===== src/rtl/nuke_anim_scheduler.sv =====
// Round-robin arbiter that lends the single base-explosion renderer to one base at a time.
// Define NUKE_FINALE_EN to play a finale animation before game_over asserts.
module nuke_anim_scheduler #(
  parameter int N_BASES       = 4,
  parameter int IDX_WIDTH     = 2,
  parameter int ANIM_FRAMES   = 3,
  parameter int FINALE_FRAMES = 8
) (
  input  logic                 clk,
  input  logic                 rst,
  input  logic                 frame_tick,
  input  logic [N_BASES-1:0]   base_nuked,
  output logic                 anim_start,
  output logic                 anim_active,
  output logic [IDX_WIDTH-1:0] anim_idx,
  output logic [3:0]           anim_frame,
  output logic                 anim_done,
  output logic [4:0]           nuked_count,
  output logic                 game_over
);

  if (N_BASES < 2 || N_BASES > 16 || ANIM_FRAMES < 1 || ANIM_FRAMES > 15 ||
      FINALE_FRAMES < 1 || (1 << IDX_WIDTH) < N_BASES) begin : g_bad_params
    $error("nuke_anim_scheduler: illegal parameter combination");
  end

`ifdef NUKE_FINALE_EN
  typedef enum logic [2:0] {IDLE, ANIMATE, DONE, GAMEOVER, FINALE} state_t;
  logic [7:0] finale_cnt, finale_cnt_next;
`else
  typedef enum logic [2:0] {IDLE, ANIMATE, DONE, GAMEOVER} state_t;
`endif

  localparam logic [N_BASES-1:0] ALL_SERVED = {N_BASES{1'b1}};
  localparam logic [3:0]         LAST_FRAME = 4'(ANIM_FRAMES - 1);

  state_t                 state, state_next;
  logic [N_BASES-1:0]     pending, pending_next;
  logic [N_BASES-1:0]     served, served_next;
  logic [IDX_WIDTH-1:0]   rr_last, rr_last_next;
  logic                   anim_start_next, anim_active_next, anim_done_next, game_over_next;
  logic [IDX_WIDTH-1:0]   anim_idx_next;
  logic [3:0]             anim_frame_next;
  logic [4:0]             nuked_count_next;

  logic [N_BASES-1:0]     masked;
  logic                   found, found_hi;
  logic [IDX_WIDTH-1:0]   pick, pick_hi, pick_any;

  assign masked = (pending | base_nuked) & ~served;

  // Lowest requester above rr_last wins; otherwise wrap to the lowest overall.
  always_comb begin
    found_hi = 1'b0;
    pick_hi  = '0;
    pick_any = '0;
    for (int j = N_BASES - 1; j >= 0; j--) begin
      if (masked[j]) begin
        pick_any = IDX_WIDTH'(j);
        if (j > int'(rr_last)) begin
          pick_hi  = IDX_WIDTH'(j);
          found_hi = 1'b1;
        end
      end
    end
    found = |masked;
    pick  = found_hi ? pick_hi : pick_any;
  end

  always_comb begin
    state_next       = state;
    pending_next     = masked;
    served_next      = served;
    rr_last_next     = rr_last;
    anim_start_next  = 1'b0;
    anim_done_next   = 1'b0;
    anim_active_next = anim_active;
    anim_idx_next    = anim_idx;
    anim_frame_next  = anim_frame;
    nuked_count_next = nuked_count;
    game_over_next   = game_over;
`ifdef NUKE_FINALE_EN
    finale_cnt_next  = finale_cnt;
`endif
    case (state)
      IDLE: begin
        if (found) begin
          state_next        = ANIMATE;
          anim_idx_next     = pick;
          rr_last_next      = pick;
          served_next       = served | (N_BASES'(1) << pick);
          anim_start_next   = 1'b1;
          anim_active_next  = 1'b1;
          anim_frame_next   = 4'd0;
          if (nuked_count < 5'(N_BASES))
            nuked_count_next = nuked_count + 5'd1;
        end
      end
      ANIMATE: begin
        if (frame_tick) begin
          if (anim_frame == LAST_FRAME) begin
            state_next       = DONE;
            anim_done_next   = 1'b1;
            anim_active_next = 1'b0;
            anim_frame_next  = 4'd0;
          end else begin
            anim_frame_next  = anim_frame + 4'd1;
          end
        end
      end
      DONE: begin
        if (served == ALL_SERVED) begin
`ifdef NUKE_FINALE_EN
          state_next       = FINALE;
          anim_active_next = 1'b1;
          anim_idx_next    = IDX_WIDTH'(N_BASES - 1);
          anim_frame_next  = 4'd0;
          finale_cnt_next  = 8'd0;
`else
          state_next       = GAMEOVER;
          game_over_next   = 1'b1;
`endif
        end else begin
          state_next = IDLE;
        end
      end
`ifdef NUKE_FINALE_EN
      FINALE: begin
        if (frame_tick) begin
          if (anim_frame != 4'd15)
            anim_frame_next = anim_frame + 4'd1;
          if (finale_cnt == 8'(FINALE_FRAMES - 1)) begin
            state_next       = GAMEOVER;
            game_over_next   = 1'b1;
            anim_done_next   = 1'b1;
            anim_active_next = 1'b0;
          end else begin
            finale_cnt_next  = finale_cnt + 8'd1;
          end
        end
      end
`endif
      GAMEOVER: begin
        pending_next = pending;
      end
      default: state_next = IDLE;
    endcase
  end

  always_ff @(posedge clk) begin
    if (rst) begin
      state       <= IDLE;
      pending     <= '0;
      served      <= '0;
      rr_last     <= IDX_WIDTH'(N_BASES - 1);
      anim_start  <= 1'b0;
      anim_active <= 1'b0;
      anim_idx    <= '0;
      anim_frame  <= 4'd0;
      anim_done   <= 1'b0;
      nuked_count <= 5'd0;
      game_over   <= 1'b0;
`ifdef NUKE_FINALE_EN
      finale_cnt  <= 8'd0;
`endif
    end else begin
      state       <= state_next;
      pending     <= pending_next;
      served      <= served_next;
      rr_last     <= rr_last_next;
      anim_start  <= anim_start_next;
      anim_active <= anim_active_next;
      anim_idx    <= anim_idx_next;
      anim_frame  <= anim_frame_next;
      anim_done   <= anim_done_next;
      nuked_count <= nuked_count_next;
      game_over   <= game_over_next;
`ifdef NUKE_FINALE_EN
      finale_cnt  <= finale_cnt_next;
`endif
    end
  end

endmodule


===== config.mk =====
export PLATFORM = sky130hd
export DESIGN_NAME = nuke_anim_scheduler
export DESIGN_NICKNAME = d
export VERILOG_FILES = /design/src/rtl/nuke_anim_scheduler.sv
export SDC_FILE = /design/constraint.sdc
export NUM_CORES = 1
export LEC_CHECK = 0
export ABC_AREA = 1
export CAP_MARGIN = 40
export CORE_MARGIN = 4
export CORE_UTILIZATION = 40
export DETAILED_ROUTE_END_ITERATION = 7
export SLEW_MARGIN = 20
export SYNTH_ARGS = -nofsm -noshare
export SYNTH_HDL_FRONTEND = slang
export SYNTH_SLANG_ARGS = --single-unit

===== constraint.sdc =====
create_clock -name clk -period 2 [get_ports clk]
set_clock_uncertainty 0.2 [all_clocks]
set_input_delay 0.4 -clock clk [delete_from_list [all_inputs] [get_ports clk]]
set_output_delay 0.4 -clock clk [all_outputs]
set_load 0.1 [all_outputs]

## Word level (Yosys, flattened, before mapping)

Cells that the tools add are included.

- Bits in registers: 28
- Input port bits: 7
- Word-level logic and storage cells: 77

- $add $sub $neg: 2
- Order comparisons: 4
- Eq/ne operators: 8
- Shift operators: 1
- Multiplexer cells: 32
- Bitwise gates (word level): 8
- Reductions and logical operators: 11

Operators by type and width:

| operator | number |
|---|---|
| 2-bit two-way mux | 12 |
| 4-bit two-way mux | 3 |
| 3-bit case mux with 4 select lines | 1 |
| 1-bit two-way mux | 11 |
| 3-bit two-way mux | 3 |
| 4-bit bitwise OR | 2 |
| 4-bit case mux with 2 select lines | 1 |
| 4-bit AND reduction | 2 |
| 3-bit by 2-bit == test with 1-bit output (second input constant) | 2 |
| 2-bit inequality test (second input constant) | 3 |
| 3-bit AND reduction | 2 |
| 5-bit by 1-bit adder with 5-bit output (second input constant) | 1 |
| 5-bit by 3-bit less-than comparator with 1-bit output (second input constant) | 1 |
| 4-bit by 1-bit adder with 4-bit output (second input constant) | 1 |
| 4-bit bitwise AND | 1 |
| 4-bit by 2-bit == test with 1-bit output (second input constant) | 1 |
| 4-bit == test (second input constant) | 1 |
| 2-bit > comparator (first input constant) | 2 |
| 1-bit inverter | 4 |
| 4-bit inverter | 1 |
| 2-bit AND reduction | 2 |
| 4-bit OR reduction | 1 |
| 1-bit by 2-bit << shifter with 4-bit output (first input constant) | 1 |
| 3-bit by 1-bit == test with 1-bit output (second input constant) | 1 |
| 6 further kinds | 6 |

## Longest topological paths before layout

- Word-level depth: 10
- Gate-level depth with buffers: 11
- Mapped depth without buffers: 11

## Worst setup path before layout

Ideal clock, no wire load.

- Path type: register to register
- From: register anim_frame[0]
- To: register anim_frame[1]
- Data arrival time: 2016 ps
- Data required time: 1729 ps
- Path slack: -287 ps
- Cell stages (with the launch flop): 9
- Buffers on the path: 0
- Clock period less this slack: 2287 ps
- Cells stage by stage: dfxtp_1 > inv_1 > ha_1 > nand2_1 > nor2_1 > inv_1 > nand4_1 > or2_2 > a21oi_1

- Word-level cells in the longest chain between the ends: 4
- Elaborated cells between the ends (all ways): 5
- Classes of those cells: add/sub (1); eq/ne (1); mux (3)

RTL lines:

| what | line | source |
|---|---|---|
| start, declared | 16 | `output logic [3:0] anim_frame,` |
| start signal, assigned | 174 | `anim_frame <= anim_frame_next;` |
| 4-bit by 1-bit adder with 4-bit output or 4-bit by 2-bit == test with 1-bit output (tied branches) | 107, 101 |  |
| 4-bit two-way mux (*) | 101 | `if (anim_frame == LAST_FRAME) begin` |
| 4-bit two-way mux (*) | 100 | `if (frame_tick) begin` |
| 4-bit case mux with 2 select lines (*) | 85 | `case (state)` |

Every way passes the cells marked *; elsewhere a longest branch is shown, timed or not. The select of a mux whose other input is x is not followed.
A chain may end at the register's enable or synchronous reset.

## Final worst setup path

- From: input base_nuked[1]
- To: register rr_last[1]

- Word-level cells in the longest chain between the ends: 5
- Elaborated cells between the ends (all ways): 9
- Classes of those cells: mux (5); bitwise (2); reduce/logical (2)

RTL lines:

| what | line | source |
|---|---|---|
| start, declared | 12 | `input logic [N_BASES-1:0] base_nuked,` |
| 4-bit bitwise OR (*) | 50 | `assign masked = (pending \| base_nuked) & ~served;` |
| 4-bit bitwise AND (*) | 50 |  |
| 2-bit two-way mux (2 in series) | 58 | `if (masked[j]) begin` |
| 2-bit two-way mux | 67 | `pick = found_hi ? pick_hi : pick_any;` |
| end signal, assigned | 155 | `rr_last <= IDX_WIDTH'(N_BASES - 1);` |
| end signal, assigned | 170 | `rr_last <= rr_last_next;` |
| end, declared | 40 | `logic [IDX_WIDTH-1:0] rr_last, rr_last_next;` |

Every way passes the cells marked *; elsewhere a longest branch is shown, timed or not.

==> results.ini <==
[status]
outcome=complete, no violations

[cts]
cts_buffers=3
clkTransAtPathRegs_ps=150
cts_tree=yes
clock_path_buffers=2
cts_sinks=27
post-cts-setup-buffers=0
cts_root_buffer=clkbuf_4
h-tree-depth=1
clk_latency_ps=320
cts_resized=0
holdBufCountCts=0

[yosys]
synth_area_leader_cell=dfxtp_1
synth_area_um2=1310
avgSynthCellArea_um2=7.46
ys_ff_latch=27
synth.top_cell.area_share_pct=41.4
synth-seq-area-share_pct=41.4
ys_types=27
yosysWarnings=0
synth_fp_nets=185
synth_cells=175
synth.area.top_cells=dfxtp_1 41%, nand2_1 9.5%, inv_1 7.5%

[worst_setup_path]
critPathLaunchType=primary input
crit_type=primary input to flip-flop
startpoint=base_nuked[1]
end_kind=flip-flop
cp_num_buf_inv=2
slowest_delay_ps=450
r2r_start=anim_frame[0]
cp_data_arrival_time_ps=1740
crit_required_ps=2010
worstPathCellList=clkdlybuf4s50_1, o21ai_4, nand2_4, o21ai_4, nor2_2, inv_1, o211ai_1
crit_fanout=10
cp_top_family=compound AO/OA/AOI/OAI gates
cpMostUsedCell=o21ai_4
critPathSlowestCell=clkdlybuf4s50_1

[grt]
grt_pass1_vias=1075
grt_util_all_layers_pct=14.1
grtUsageMet2_pct=23.8
grt_max_degree=17
overflow=0
met1_usage_pct=18.0
use_met3_pct=4.44
grt_pass1_wl_um=4750
grt.busiest_layer=met2
antenna_found_initial=0

[die]
die_h_um=65.1
pin_count=22
coreArea_um2=3080
initial_core_util_pct=42.4
die_w_um=65.1
die_area_um2=4240
rows=20

[sta]
rsz0062_at_grt=no
slew_violations=0
slew_headroom_pct=75.3
finalSetupViolCount=0
hold_viol_final=0
hold-worst-slack_ps=296
max_slew.worst_pin.slew_ps=368
fin_crit_ps=1730
fin_crit_sh_pct=86.6
fmax_ghz=0.577

[cells_and_area]
drive_above_1_share_pct=20.9
fin_nets=212
final_core_util_pct=57.3
insertedDiodeCount=0
areaGrowthSynthToFinish_pct=35.1

[flow_run]
cap_violations=0

[hold_path]
min-delay-start=game_over
hp-class=flip-flop to flip-flop

[route]
viasPerCell=4.71
wl_per_cell_um=11.3
ant_nets=0
drtIter0Drc=61
drt_pass1_iterations=4
wirelength_um=2760
dr_total_vias=1155
drc=0

[power_and_ir_drop]
p_leak_uw=0.000769
vdd_ir_drop_max_uv=1150
powerDensity_nw_per_um2=1490

[placement]
portBuffers=21
dp_hpwl_um=2220
gp_congestion=0.791

## final cells by class
class	instances	area [µm²]
Clock inverter	1	5.00
Timing Repair Buffer	25	390
Clock buffer	3	22.5
Multi-Input combinational cell	118	646
Inverter	27	101
Tap cell	44	55.1
Sequential cell	27	544
Fill cell	295	1310
## where the power goes
part           leakage, µW  switching (µW)  internal, µW
combinational     0.000528             990           555
clock            0.0000177             159          74.9
sequential        0.000224             156           688
total             0.000769            1300          1320
## registers in the layout, summed over array words and instances, names as in the netlist, 2 cells and up
register,flops
served,4
pending,4
nuked_count,5
rr_last,2
state,2
anim_frame,4
anim_idx,2
## through the flow
step / setup WS, ps / total power, µW / TNS, ps / std cells / instance area [µm²]
3_5_place_dp: -85.0 / 2410 / -212 / 241 / 1740
4_1_cts: 258 / 2650 / 0 / 245 / 1760
5_1_grt: 143 / 2820 / 0 / 245 / 1760
3_3_place_gp: -74.5 / 2380 / -123 / 241 / 1740
2_1_floorplan: -36.2 / 1930 / -36.2 / 175 / 1310
6_report: 267 / 2620 / 0 / 245 / 1760
## cells by family (layout without fill, tap and decap cells)
group                      after synthesis  count (layout)  share of synthesized area (%)
adders and majority gates                3               3                           2.87
DFF                                     27              27                           41.4
buffers and inverters                   30              56                           9.20
AOI/OAI and AO/OA                       29              29                           14.4
and+or+nand+nor                         84              84                           30.8
xor gates and xnor gates                 2               2                           1.34
## Yosys cell counts (all sizes together)
library cell and n:
clkbuf 2, ha 3, and2 1, o211ai 1
nor3 3, xor2 2, nor4 1, nand3 15
a21oi 19, nor2 24, o21bai 1, inv 27
nand4 1, dfxtp 27, o21ai 8, buf 1
nand2 37, or2 2
## layout by cell type, fill, tap and decap left out, types with 2 or more instances in the layout
cell type	Yosys	routed
xor2_1	2	2
clkdlybuf4s50_1	0	6
nand2_2	2	2
nor2_1	20	20
a21oi_1	19	19
nand3_1	14	14
dfxtp_2	0	3
ha_1	3	3
nor2_4	3	3
nor3_1	3	3
nand2_1	33	33
inv_1	26	26
dfxtp_1	27	24
nand2_4	2	2
buf_12	0	15
o21ai_0	5	5
clkbuf_4	0	3
o21ai_4	2	2
buf_4	0	4
## worst min-delay path, cell delays in order (launching register included)
cell and delay [ps]:
dfxtp_1 360, inv_1 60, a21oi_1 50
## worst paths after layout
| check | end | slack (ps) | depth (start not counted) |
|---|---|---|---|
| worst max-delay path | rr_last[1] | 270 | 7 |
| worst min-delay path | game_over | 300 | 2 |
| worst max register to register | anim_frame[1] | 350 | 8 |
| worst min register to register | game_over | 300 | 2 |
## metal layers
layer / wire, µm / vias up
li1: - / 602
met2: 1380 / 23
met5: 0 / -
met3: 146 / 2
met4: 15 / 0
met1: 1220 / 528
Note: power is estimated with default switching activity, not from simulation.
